===== src/rtl/led_status_ctrl_if.sv =====
// Input/output bundle for led_status_ctrl. Signals are level-sampled every
// clock with no valid/ready handshake: the game FSM holds its outputs steady.
interface led_status_ctrl_if #(
  parameter int NUM_LEDS = 10,
  parameter int HEALTH_W = 3
);
  logic [2:0]          game_state;
  logic [HEALTH_W-1:0] p1_health;
  logic [HEALTH_W-1:0] p2_health;
  logic [NUM_LEDS-1:0] LEDvalues;

  modport master (output game_state, p1_health, p2_health, input LEDvalues);
  modport slave  (input game_state, p1_health, p2_health, output LEDvalues);
endinterface


===== src/rtl/led_status_ctrl.sv =====
// LED status display: health bars with hit flash in FIGHT, blinking in
// COUNTDOWN/EQ and a one-hot chaser in the win states.
module led_status_ctrl #(
  parameter int NUM_LEDS    = 10,
  parameter int HEALTH_W    = 3,
  parameter int MAX_HEALTH  = 3,
  parameter int TICK_DIV    = 25000000,
  parameter int FLASH_TICKS = 4
) (
  input logic               clk,
  input logic               rst,
  led_status_ctrl_if.slave  bus
);

  typedef enum logic [2:0] {
    GS_IDLE      = 3'd0,
    GS_COUNTDOWN = 3'd1,
    GS_FIGHT     = 3'd2,
    GS_P1_WIN    = 3'd3,
    GS_P2_WIN    = 3'd4,
    GS_EQ        = 3'd5
  } gs_e;

  localparam int PW = $clog2(TICK_DIV);
  localparam int FW = $clog2(FLASH_TICKS + 1);
  localparam logic [HEALTH_W-1:0] HMAX       = HEALTH_W'(MAX_HEALTH);
  localparam logic [PW-1:0]       PRESC_LAST = PW'(TICK_DIV - 1);
  localparam logic [FW-1:0]       FLASH_LOAD = FW'(FLASH_TICKS);
  localparam logic [NUM_LEDS-1:0] LSB_ONE    = NUM_LEDS'(1);
  localparam logic [NUM_LEDS-1:0] MSB_ONE    = {1'b1, {(NUM_LEDS-1){1'b0}}};

  function automatic logic [HEALTH_W-1:0] sat(input logic [HEALTH_W-1:0] h);
    return (h > HMAX) ? HMAX : h;
  endfunction

  function automatic logic [MAX_HEALTH-1:0] bar(input logic [HEALTH_W-1:0] h);
    logic [MAX_HEALTH-1:0] b;
    b = '0;
    for (int i = 0; i < MAX_HEALTH; i++) begin
      if (i < int'(h)) b[MAX_HEALTH-1-i] = 1'b1;
    end
    return b;
  endfunction

  gs_e                  gs_cur;
  gs_e                  gs_prev_q, gs_prev_d;
  logic [PW-1:0]        presc_q, presc_d;
  logic                 blink_q, blink_d;
  logic [NUM_LEDS-1:0]  chase_q, chase_d;
  logic [FW-1:0]        f1_q, f1_d, f2_q, f2_d;
  logic [HEALTH_W-1:0]  h1_prev_q, h1_prev_d, h2_prev_q, h2_prev_d;
  logic [HEALTH_W-1:0]  h1_sat, h2_sat;
  logic [MAX_HEALTH-1:0] bar1, bar2;
  logic [NUM_LEDS-1:0]  led_q, led_d;
  logic                 tick, state_change;

  always_comb begin
    gs_cur       = (bus.game_state > 3'd5) ? GS_IDLE : gs_e'(bus.game_state);
    h1_sat       = sat(bus.p1_health);
    h2_sat       = sat(bus.p2_health);
    state_change = (gs_cur != gs_prev_q);
    tick         = (presc_q == PRESC_LAST);

    gs_prev_d = gs_cur;
    h1_prev_d = h1_sat;
    h2_prev_d = h2_sat;
    presc_d   = tick ? '0 : presc_q + PW'(1);
    blink_d   = blink_q ^ tick;
    chase_d   = chase_q;
    f1_d      = f1_q;
    f2_d      = f2_q;

    if (tick) begin
      if (gs_cur == GS_P1_WIN) chase_d = {chase_q[NUM_LEDS-2:0], chase_q[NUM_LEDS-1]};
      if (gs_cur == GS_P2_WIN) chase_d = {chase_q[0], chase_q[NUM_LEDS-1:1]};
      if (f1_q != '0) f1_d = f1_q - FW'(1);
      if (f2_q != '0) f2_d = f2_q - FW'(1);
    end

    // A fresh hit always wins over the tick decrement, so repeated hits extend the flash.
    if (gs_cur == GS_FIGHT) begin
      if (h1_sat < h1_prev_q) f1_d = FLASH_LOAD;
      if (h2_sat < h2_prev_q) f2_d = FLASH_LOAD;
    end

    // Entering any state restarts every animation from a known phase.
    if (state_change) begin
      presc_d = '0;
      blink_d = 1'b0;
      chase_d = (gs_cur == GS_P2_WIN) ? MSB_ONE : LSB_ONE;
      f1_d    = '0;
      f2_d    = '0;
    end

    bar1 = bar(h1_sat);
    bar2 = bar(h2_sat);
    if (f1_d != '0) bar1 = bar1 & {MAX_HEALTH{blink_d}};
    if (f2_d != '0) bar2 = bar2 & {MAX_HEALTH{blink_d}};

    led_d = '0;
    case (gs_cur)
      GS_COUNTDOWN, GS_EQ: led_d = {NUM_LEDS{blink_d}};
      GS_FIGHT: begin
        led_d[NUM_LEDS-1 -: MAX_HEALTH] = bar1;
        led_d[MAX_HEALTH-1:0]           = bar2;
      end
      GS_P1_WIN, GS_P2_WIN: led_d = chase_d;
      default: led_d = '0;
    endcase
  end

  always_ff @(posedge clk or posedge rst) begin
    if (rst) begin
      gs_prev_q <= GS_IDLE;
      presc_q   <= '0;
      blink_q   <= 1'b0;
      chase_q   <= '0;
      f1_q      <= '0;
      f2_q      <= '0;
      h1_prev_q <= '0;
      h2_prev_q <= '0;
      led_q     <= '0;
    end else begin
      gs_prev_q <= gs_prev_d;
      presc_q   <= presc_d;
      blink_q   <= blink_d;
      chase_q   <= chase_d;
      f1_q      <= f1_d;
      f2_q      <= f2_d;
      h1_prev_q <= h1_prev_d;
      h2_prev_q <= h2_prev_d;
      led_q     <= led_d;
    end
  end

  assign bus.LEDvalues = led_q;

endmodule


===== src/flat_wrapper.sv =====
// flat-port wrapper written by rule: the top's interface ports become plain ports
module led_status_ctrl_flat 
#(
  parameter int NUM_LEDS    = 10,
  parameter int HEALTH_W    = 3,
  parameter int MAX_HEALTH  = 3,
  parameter int TICK_DIV    = 25000000,
  parameter int FLASH_TICKS = 4
)
  (clk, rst, bus_game_state, bus_p1_health, bus_p2_health, bus_LEDvalues);
  led_status_ctrl_if #(.NUM_LEDS(NUM_LEDS), .HEALTH_W(HEALTH_W)) bus_i ();
  input logic clk;
  input logic rst;
  input wire logic [$bits(bus_i.game_state)-1:0] bus_game_state;
  input wire logic [$bits(bus_i.p1_health)-1:0] bus_p1_health;
  input wire logic [$bits(bus_i.p2_health)-1:0] bus_p2_health;
  output wire logic [$bits(bus_i.LEDvalues)-1:0] bus_LEDvalues;
  assign bus_i.game_state = bus_game_state;
  assign bus_i.p1_health = bus_p1_health;
  assign bus_i.p2_health = bus_p2_health;
  assign bus_LEDvalues = bus_i.LEDvalues;
  led_status_ctrl #(.NUM_LEDS(NUM_LEDS), .HEALTH_W(HEALTH_W), .MAX_HEALTH(MAX_HEALTH), .TICK_DIV(TICK_DIV), .FLASH_TICKS(FLASH_TICKS)) u_core (.clk(clk), .rst(rst), .bus(bus_i));
endmodule

===== config.mk =====
export PLATFORM = sky130hd
export DESIGN_NAME = led_status_ctrl_flat
export DESIGN_NICKNAME = d
export VERILOG_FILES = /design/src/rtl/led_status_ctrl_if.sv /design/src/rtl/led_status_ctrl.sv /design/src/flat_wrapper.sv
export SDC_FILE = /design/constraint.sdc
export NUM_CORES = 1
export LEC_CHECK = 0
export ABC_AREA = 1
export CAP_MARGIN = 15
export CORE_MARGIN = 2
export CORE_UTILIZATION = 48
export DETAILED_ROUTE_END_ITERATION = 16
export PLACE_DENSITY_LB_ADDON = 0.05
export SLEW_MARGIN = 0
export SYNTH_ARGS = -nofsm -noshare
export SYNTH_HDL_FRONTEND = slang
export SYNTH_SLANG_ARGS = --single-unit

===== constraint.sdc =====
create_clock -name clk -period 2.3 [get_ports clk]
set_input_delay 0.575 -clock clk [delete_from_list [all_inputs] [get_ports clk]]
set_output_delay 0.575 -clock clk [all_outputs]
set_load 0.01 [all_outputs]

; ---- After elaboration in Yosys (flattened, before gate mapping)
; Cells that the tools add are included.
[word_totals]
reg_bits = 61
input_bits = 11
[op_classes]
n_bitwise = 3
add_sub_neg = 3
n_mux = 32
eq_ne = 7
order_cmp = 11
n_reduce_logical = 6
[ops]
columns = cell, n
row1 = $mux W10, 5
row2 = $mux W25, 2
row3 = $mux W3, 15
row4 = $add A25 B1 Y25 const B, 1
row5 = $eq A25 B25 Y1 const B, 1
row6 = $pmux W3 S3, 2
row7 = $lt A1 B3 Y1 const A, 4
row8 = $reduce_bool A3 Y1, 4
row9 = $pmux W4 S2, 1
row10 = $mux W1, 7
row11 = $and A3 B3 Y3, 2
row12 = $eq A3 B2 Y1 const B, 2
row13 = $eq A3 B3 Y1 const B, 2
row14 = $gt A3 B2 Y1 const B, 2
row15 = $lt A2 B3 Y1 const A, 2
row16 = $lt A3 B3 Y1, 2
row17 = $sub A3 B1 Y3 const B, 2
row18 = $reduce_or A2 Y1, 2
row19 = $eq A3 B1 Y1 const B, 1
row20 = $gt A3 B3 Y1 const B, 1
row21 = $ne A3 B3 Y1, 1
row22 = $xor A1 B1 Y1, 1

; ---- Depth between registers and ports, before layout
[logic_depth]
ltp_word = 9
mapped_depth = 15
depth_no_buf = 15

; ---- Worst setup path after synthesis
; No wires, ideal clock.
[synth_timing]
kind = input to register
start = in bus_p1_health[1]
end = reg u_core.led_q[9], in the netlist u_core.bus.LEDvalues[9]
path_stages = 14
setup_ps = 127
n_path_buf = 0
t_arrival_ps = 1692
slack_ps = 481
required_time_ps = 2173
path_cell_list = nor2_1 -> inv_1 -> ha_1 -> nand2_1 -> nand2_1 -> nand2_1 -> nand2_1 -> nand2_1 -> nor2_1 -> nor2_1 -> nand2_1 -> nand2_1 -> nand2_1 -> nand3_1
[synth_between]
elab_chain_cells = 9
word_cells_on_any_way = 12
[synth_rtl]
columns = item, line_no
row1 = "start, declared", flat_wrapper.sv:15  ; input wire logic [$bits(bus_i.p1_health)-1:0] bus_p1_health;
row2 = $gt A3 B2 Y1, led_status_ctrl.sv:33  ; return (h > HMAX) ? HMAX : h;
row3 = $mux W3 (*), led_status_ctrl.sv:33
row4 = via u_core.h1_prev_d[1], led_status_ctrl.sv:51  ; logic [HEALTH_W-1:0] h1_prev_q, h1_prev_d, h2_prev_q, h2_prev_d;
row5 = $lt A3 B3 Y1 (*), led_status_ctrl.sv:82  ; if (h1_sat < h1_prev_q) f1_d = FLASH_LOAD;
row6 = $mux W3 (*), led_status_ctrl.sv:82
row7 = $mux W3 (*), led_status_ctrl.sv:81  ; if (gs_cur == GS_FIGHT) begin
row8 = $mux W3 (*), led_status_ctrl.sv:87  ; if (state_change) begin
row9 = via u_core.f1_d[0], led_status_ctrl.sv:50  ; logic [FW-1:0] f1_q, f1_d, f2_q, f2_d;
row10 = $reduce_bool A3 Y1 (*), led_status_ctrl.sv:97  ; if (f1_d != '0) bar1 = bar1 & {MAX_HEALTH{blink_d}};
row11 = $mux W3 (*), led_status_ctrl.sv:97
row12 = $pmux W3 S3 (*), led_status_ctrl.sv:101  ; case (gs_cur)
row13 = via u_core.led_d[9], led_status_ctrl.sv:54  ; logic [NUM_LEDS-1:0] led_q, led_d;
row14 = "end signal, assigned", led_status_ctrl.sv:132  ; led_q <= led_d;
row15 = "end, declared", led_status_ctrl.sv:54
; Mark *: on every way through the listed nets, which the timed path passes. The rest lies on a longest branch.

; ---- Worst setup path in the final report
[layout_timing]
start = in bus_p1_health[2]
end = reg u_core.led_q[8], in the netlist u_core.bus.LEDvalues[8]
[layout_between]
elab_chain_cells = 9
word_cells_on_any_way = 12
[layout_rtl]
columns = item, line_no
row1 = $gt A3 B2 Y1, led_status_ctrl.sv:33
row2 = $mux W3, led_status_ctrl.sv:33
row3 = via u_core.h1_prev_d[1], led_status_ctrl.sv:51
row4 = $lt A3 B3 Y1, led_status_ctrl.sv:82
row5 = $mux W3, led_status_ctrl.sv:82
row6 = $mux W3, led_status_ctrl.sv:81
row7 = $mux W3, led_status_ctrl.sv:87
row8 = via u_core.f1_d[1], led_status_ctrl.sv:50
row9 = $reduce_bool A3 Y1, led_status_ctrl.sv:97
row10 = $mux W3, led_status_ctrl.sv:97
row11 = $pmux W3 S3, led_status_ctrl.sv:101
row12 = via u_core.led_d[8], led_status_ctrl.sv:54
; The timed path passes the listed nets, and every way through them passes these cells.

==> results.sh <==
export IMPL_multi_input_area_sq_um=1648
export IMPL_vdd_drop_max_v=0.0003369
export IMPL_worst_hold_path_type="reg2reg"
export IMPL_synth_most_common_cell="nand2_1"
export IMPL_worst_r2r_endpoint="u_core.presc_q[20]"
export IMPL_detail_route_drc_violations=0
export IMPL_cp_start_kind="input port"
export IMPL_synthFlopType="dfrtp_1"
export IMPL_cts_root_buffer="clkbuf_8"
export IMPL_initial_antenna_violation_count=0
export IMPL_dp_cells=580
export IMPL_whs_path_depth=1
export IMPL_finalSetupViolCount=0
export IMPL_synthDominantCellAreaShare_pct=44.06
export IMPL_core_region_area_sq_um=6907
export IMPL_clock_power_share_pct=40.4
export IMPL_finalHoldWorstSlack_ns=0.4666
export IMPL_port_buffers=20
export IMPL_status="complete, no violations"
export IMPL_synth_cells_most_frequent="nand2_1 (115), dfrtp_1 (61), inv_1 (58), nor2_1 (58), nand3_1 (26)"
export IMPL_share_seq_of_total_power_pct=49.4
export IMPL_holdCritStartpoint="u_core.presc_q[0]"
export IMPL_floorplan_initialDensity_pct=50.16
export IMPL_dp_final_hpwl_um=5534
export IMPL_reg2reg_from="u_core.presc_q[0]"
export IMPL_final_antenna_net_count=0
export IMPL_post_route_min_period_ns=2.076
export IMPL_finalClockSkew_ns=0.006602
export IMPL_cts_setup_buffers=0
export IMPL_worst_r2r_setup_slack_ns=0.23
export IMPL_area_used_by_sequential_logic_in_the_layout_sq_um=1526
export IMPL_syn_avg_cell_area_sq_um=7.910
export IMPL_detail_route_iter0_violations=180
export IMPL_power_share_switching_pct=24.82
export IMPL_fmaxAchievable_mhz=481.6
export IMPL_power_report_internal_total_uw=1678
export IMPL_post_cts_resize_count=0
export IMPL_grt_usage_pct=20.84
export IMPL_cts_max_level=3
export IMPL_insertedDiodeCount=0
export IMPL_powerDensity_nw_per_um2=535.9
export IMPL_power_switching_uw=553.9
export IMPL_boundaryPins=21
export IMPL_p_leak_uw=0.001950
export IMPL_synthesis_area_sq_um=3465
export IMPL_die_width_um=88.96
export IMPL_synth_largest_area_cell="dfrtp_1"
export IMPL_final_cells=594
export IMPL_layout_nets=515
export IMPL_post_synthesis_cell_count=438
export IMPL_worst_skew_pair_late_latency_ns=0.34
export IMPL_wl_per_cell_um=12.39
export IMPL_postSynth_asyncResetShare_pct=100.0
export IMPL_cts_max_path_buffers=2
export IMPL_layout_filler_cells=656
export IMPL_layout_core_utilization_pct=60.31
export IMPL_report_final_hold_viol_count=0
export IMPL_cts_sinks=61
export IMPL_path_max_fanout=3
export IMPL_register_area_share_after_synthesis_pct=44.06
export IMPL_synth_edff_count=0
export IMPL_clk_pin_slew_worst_paths_ns=0.06
export IMPL_ys_top_cells_by_area="dfrtp_1 (44%), nand2_1 (12%), inv_1 (6.3%)"
export IMPL_cap_viol_max_count=0
export IMPL_num_rows=30
export IMPL_routed_via_density=4.857
export IMPL_cts_buffers_inserted=9
export IMPL_element_type_at_the_critical_path_end="flop"
export IMPL_chip_height_um=88.96
export IMPL_routabilityCongestion=0.8708
export IMPL_fraction_of_final_layout_cells_sized_beyond_drive_strength_1_pct=15.86
export IMPL_die_area_sq_um=7913
export IMPL_syn_to_final_growth_pct=20.22
export IMPL_hold_end="u_core.presc_q[0]"
export IMPL_postRouteWirelength_um=7362
export IMPL_detail_route_first_pass_iterations=5
export IMPL_grt_overflow_total=0
export IMPL_rsz0062_at_grt="false"
export IMPL_worst_ep_required_time_ns=2.52
export IMPL_data_arrival_critical_path_ns=2.29
export IMPL_grt_pass1_wl_um=12450
export IMPL_worst_r2r_path_depth=11
export IMPL_number_of_register_bits_inferred_by_synthesis=61
export IMPL_path_class="in2reg"
export IMPL_synth_warnings=0
export IMPL_ctsHoldBuffers=0
export IMPL_synthDistinctLibCells=33
export IMPL_grt_max_degree=22
export IMPL_combPwrFrac_pct=10.2
export IMPL_layout_worst_path_cycle_share_pct=90.28
export IMPL_cts_tree="yes"
export IMPL_vias_in_the_first_global_route=2691
export IMPL_routed_via_count=2885
export IMPL_final_max_slew_viol_count=0
[through the flow]
stage	setup slack (ns)	TNS (ns)	instance area (sq um)	power, uW
after floorplan	0.2120	0	3476	1258
after global placement	-0.1946	-1.473	3979	1352
after detailed placement	-0.1859	-1.866	3979	1354
after CTS	0.1615	0	4163	2268
after global routing	0.01671	0	4165	2337
final	0.2236	0	4165	2232
[critical path, cell delays in order]
cell             delay, ns
clkdlybuf4s50_1       0.42
nor2_1                0.13
inv_1                 0.07
ha_1                  0.28
nand2_1               0.05
nand2_1               0.05
nand2_1               0.05
nand2_1               0.09
nand2_1               0.08
nor2_1                0.14
nor2_1                0.05
nand2_1               0.06
nand2_1               0.08
nand2_1               0.11
nand3_1               0.07
[cell type report]
| class | instances | area share [%] |
|---|---|---|
| clock buffers | 13 | 4.296 |
| clock inverters | 1 | 0.1202 |
| inverters | 67 | 6.458 |
| multi-input cells | 309 | 39.56 |
| flip-flops and latches | 61 | 36.65 |
| well taps | 96 | 2.884 |
| repair buffers | 47 | 10.03 |
[logic make-up (layout without fill, tap and decap cells)]
logic type | Yosys count | in the layout | share of synthesized area [%]
AOI/OAI and AO/OA | 35 | 35 | 5.995
xor gates and xnor gates | 15 | 15 | 3.792
adders and majority gates | 9 | 9 | 3.250
buffers and inverters | 71 | 128 | 8.704
DFF | 61 | 61 | 44.06
other | 1 | 4 | 0.1082
and+or+nand+nor | 246 | 246 | 34.09
[sequential cells by signal, indices dropped and copies added (netlist names)]
signal                cells
u_core.presc_q           25
u_core.f1_q               3
u_core.gs_prev_q          3
u_core.h1_prev_q          3
u_core.f2_q               3
u_core.bus.LEDvalues     10
u_core.blink_q            1
u_core.h2_prev_q          3
u_core.chase_q           10
[per-layer routing]
metal	share of wire [%]	track usage, %	vias up
li1	-	-	1481
met1	50	29.04	1328
met2	44	31.55	66
met5	0	0	-
met3	4.5	5.725	10
met4	1.5	7.056	0
[layout by cell type (no fill, tap or decap), types with 3 or more instances in the layout]
master           count
a21oi_1              7
a22oi_1              7
buf_4               26
clkbuf_8            13
clkdlybuf4s50_1     19
conb_1               4
dfrtp_1             61
ha_1                 9
inv_1               57
inv_2                7
nand2_1            115
nand2_2              3
nand2_4              3
nand3_1             26
nand4_1              6
nor2_1              58
nor2_2               3
nor2_4              14
nor3_1               9
nor3b_1              3
o21ai_0             13
o22ai_1              4
xor2_1              13
[worst max-delay path by stage]
stage / startpoint / endpoint / slack, ns
final: bus_p1_health[2] / u_core.bus.LEDvalues[8] / 0.22
after global routing: bus_p1_health[2] / u_core.bus.LEDvalues[8] / 0.02
after CTS: bus_game_state[1] / u_core.bus.LEDvalues[0] / 0.16
after detailed placement: bus_game_state[1] / u_core.bus.LEDvalues[0] / -0.19
after global placement: bus_game_state[1] / u_core.bus.LEDvalues[8] / -0.19
after floorplan: rst / u_core.blink_q / 0.21
[power groups by stage]
| stage | logic, uW | clock network, uW | registers [uW] |
|---|---|---|---|
| floorplan | 135 | 0 | 1120 |
| global placement | 230 | 0 | 1120 |
| detailed placement | 232 | 0 | 1120 |
| CTS | 233 | 932 | 1100 |
| global route | 259 | 974 | 1100 |
| finish | 228 | 902 | 1100 |
Power figures use the tool's default switching activity.
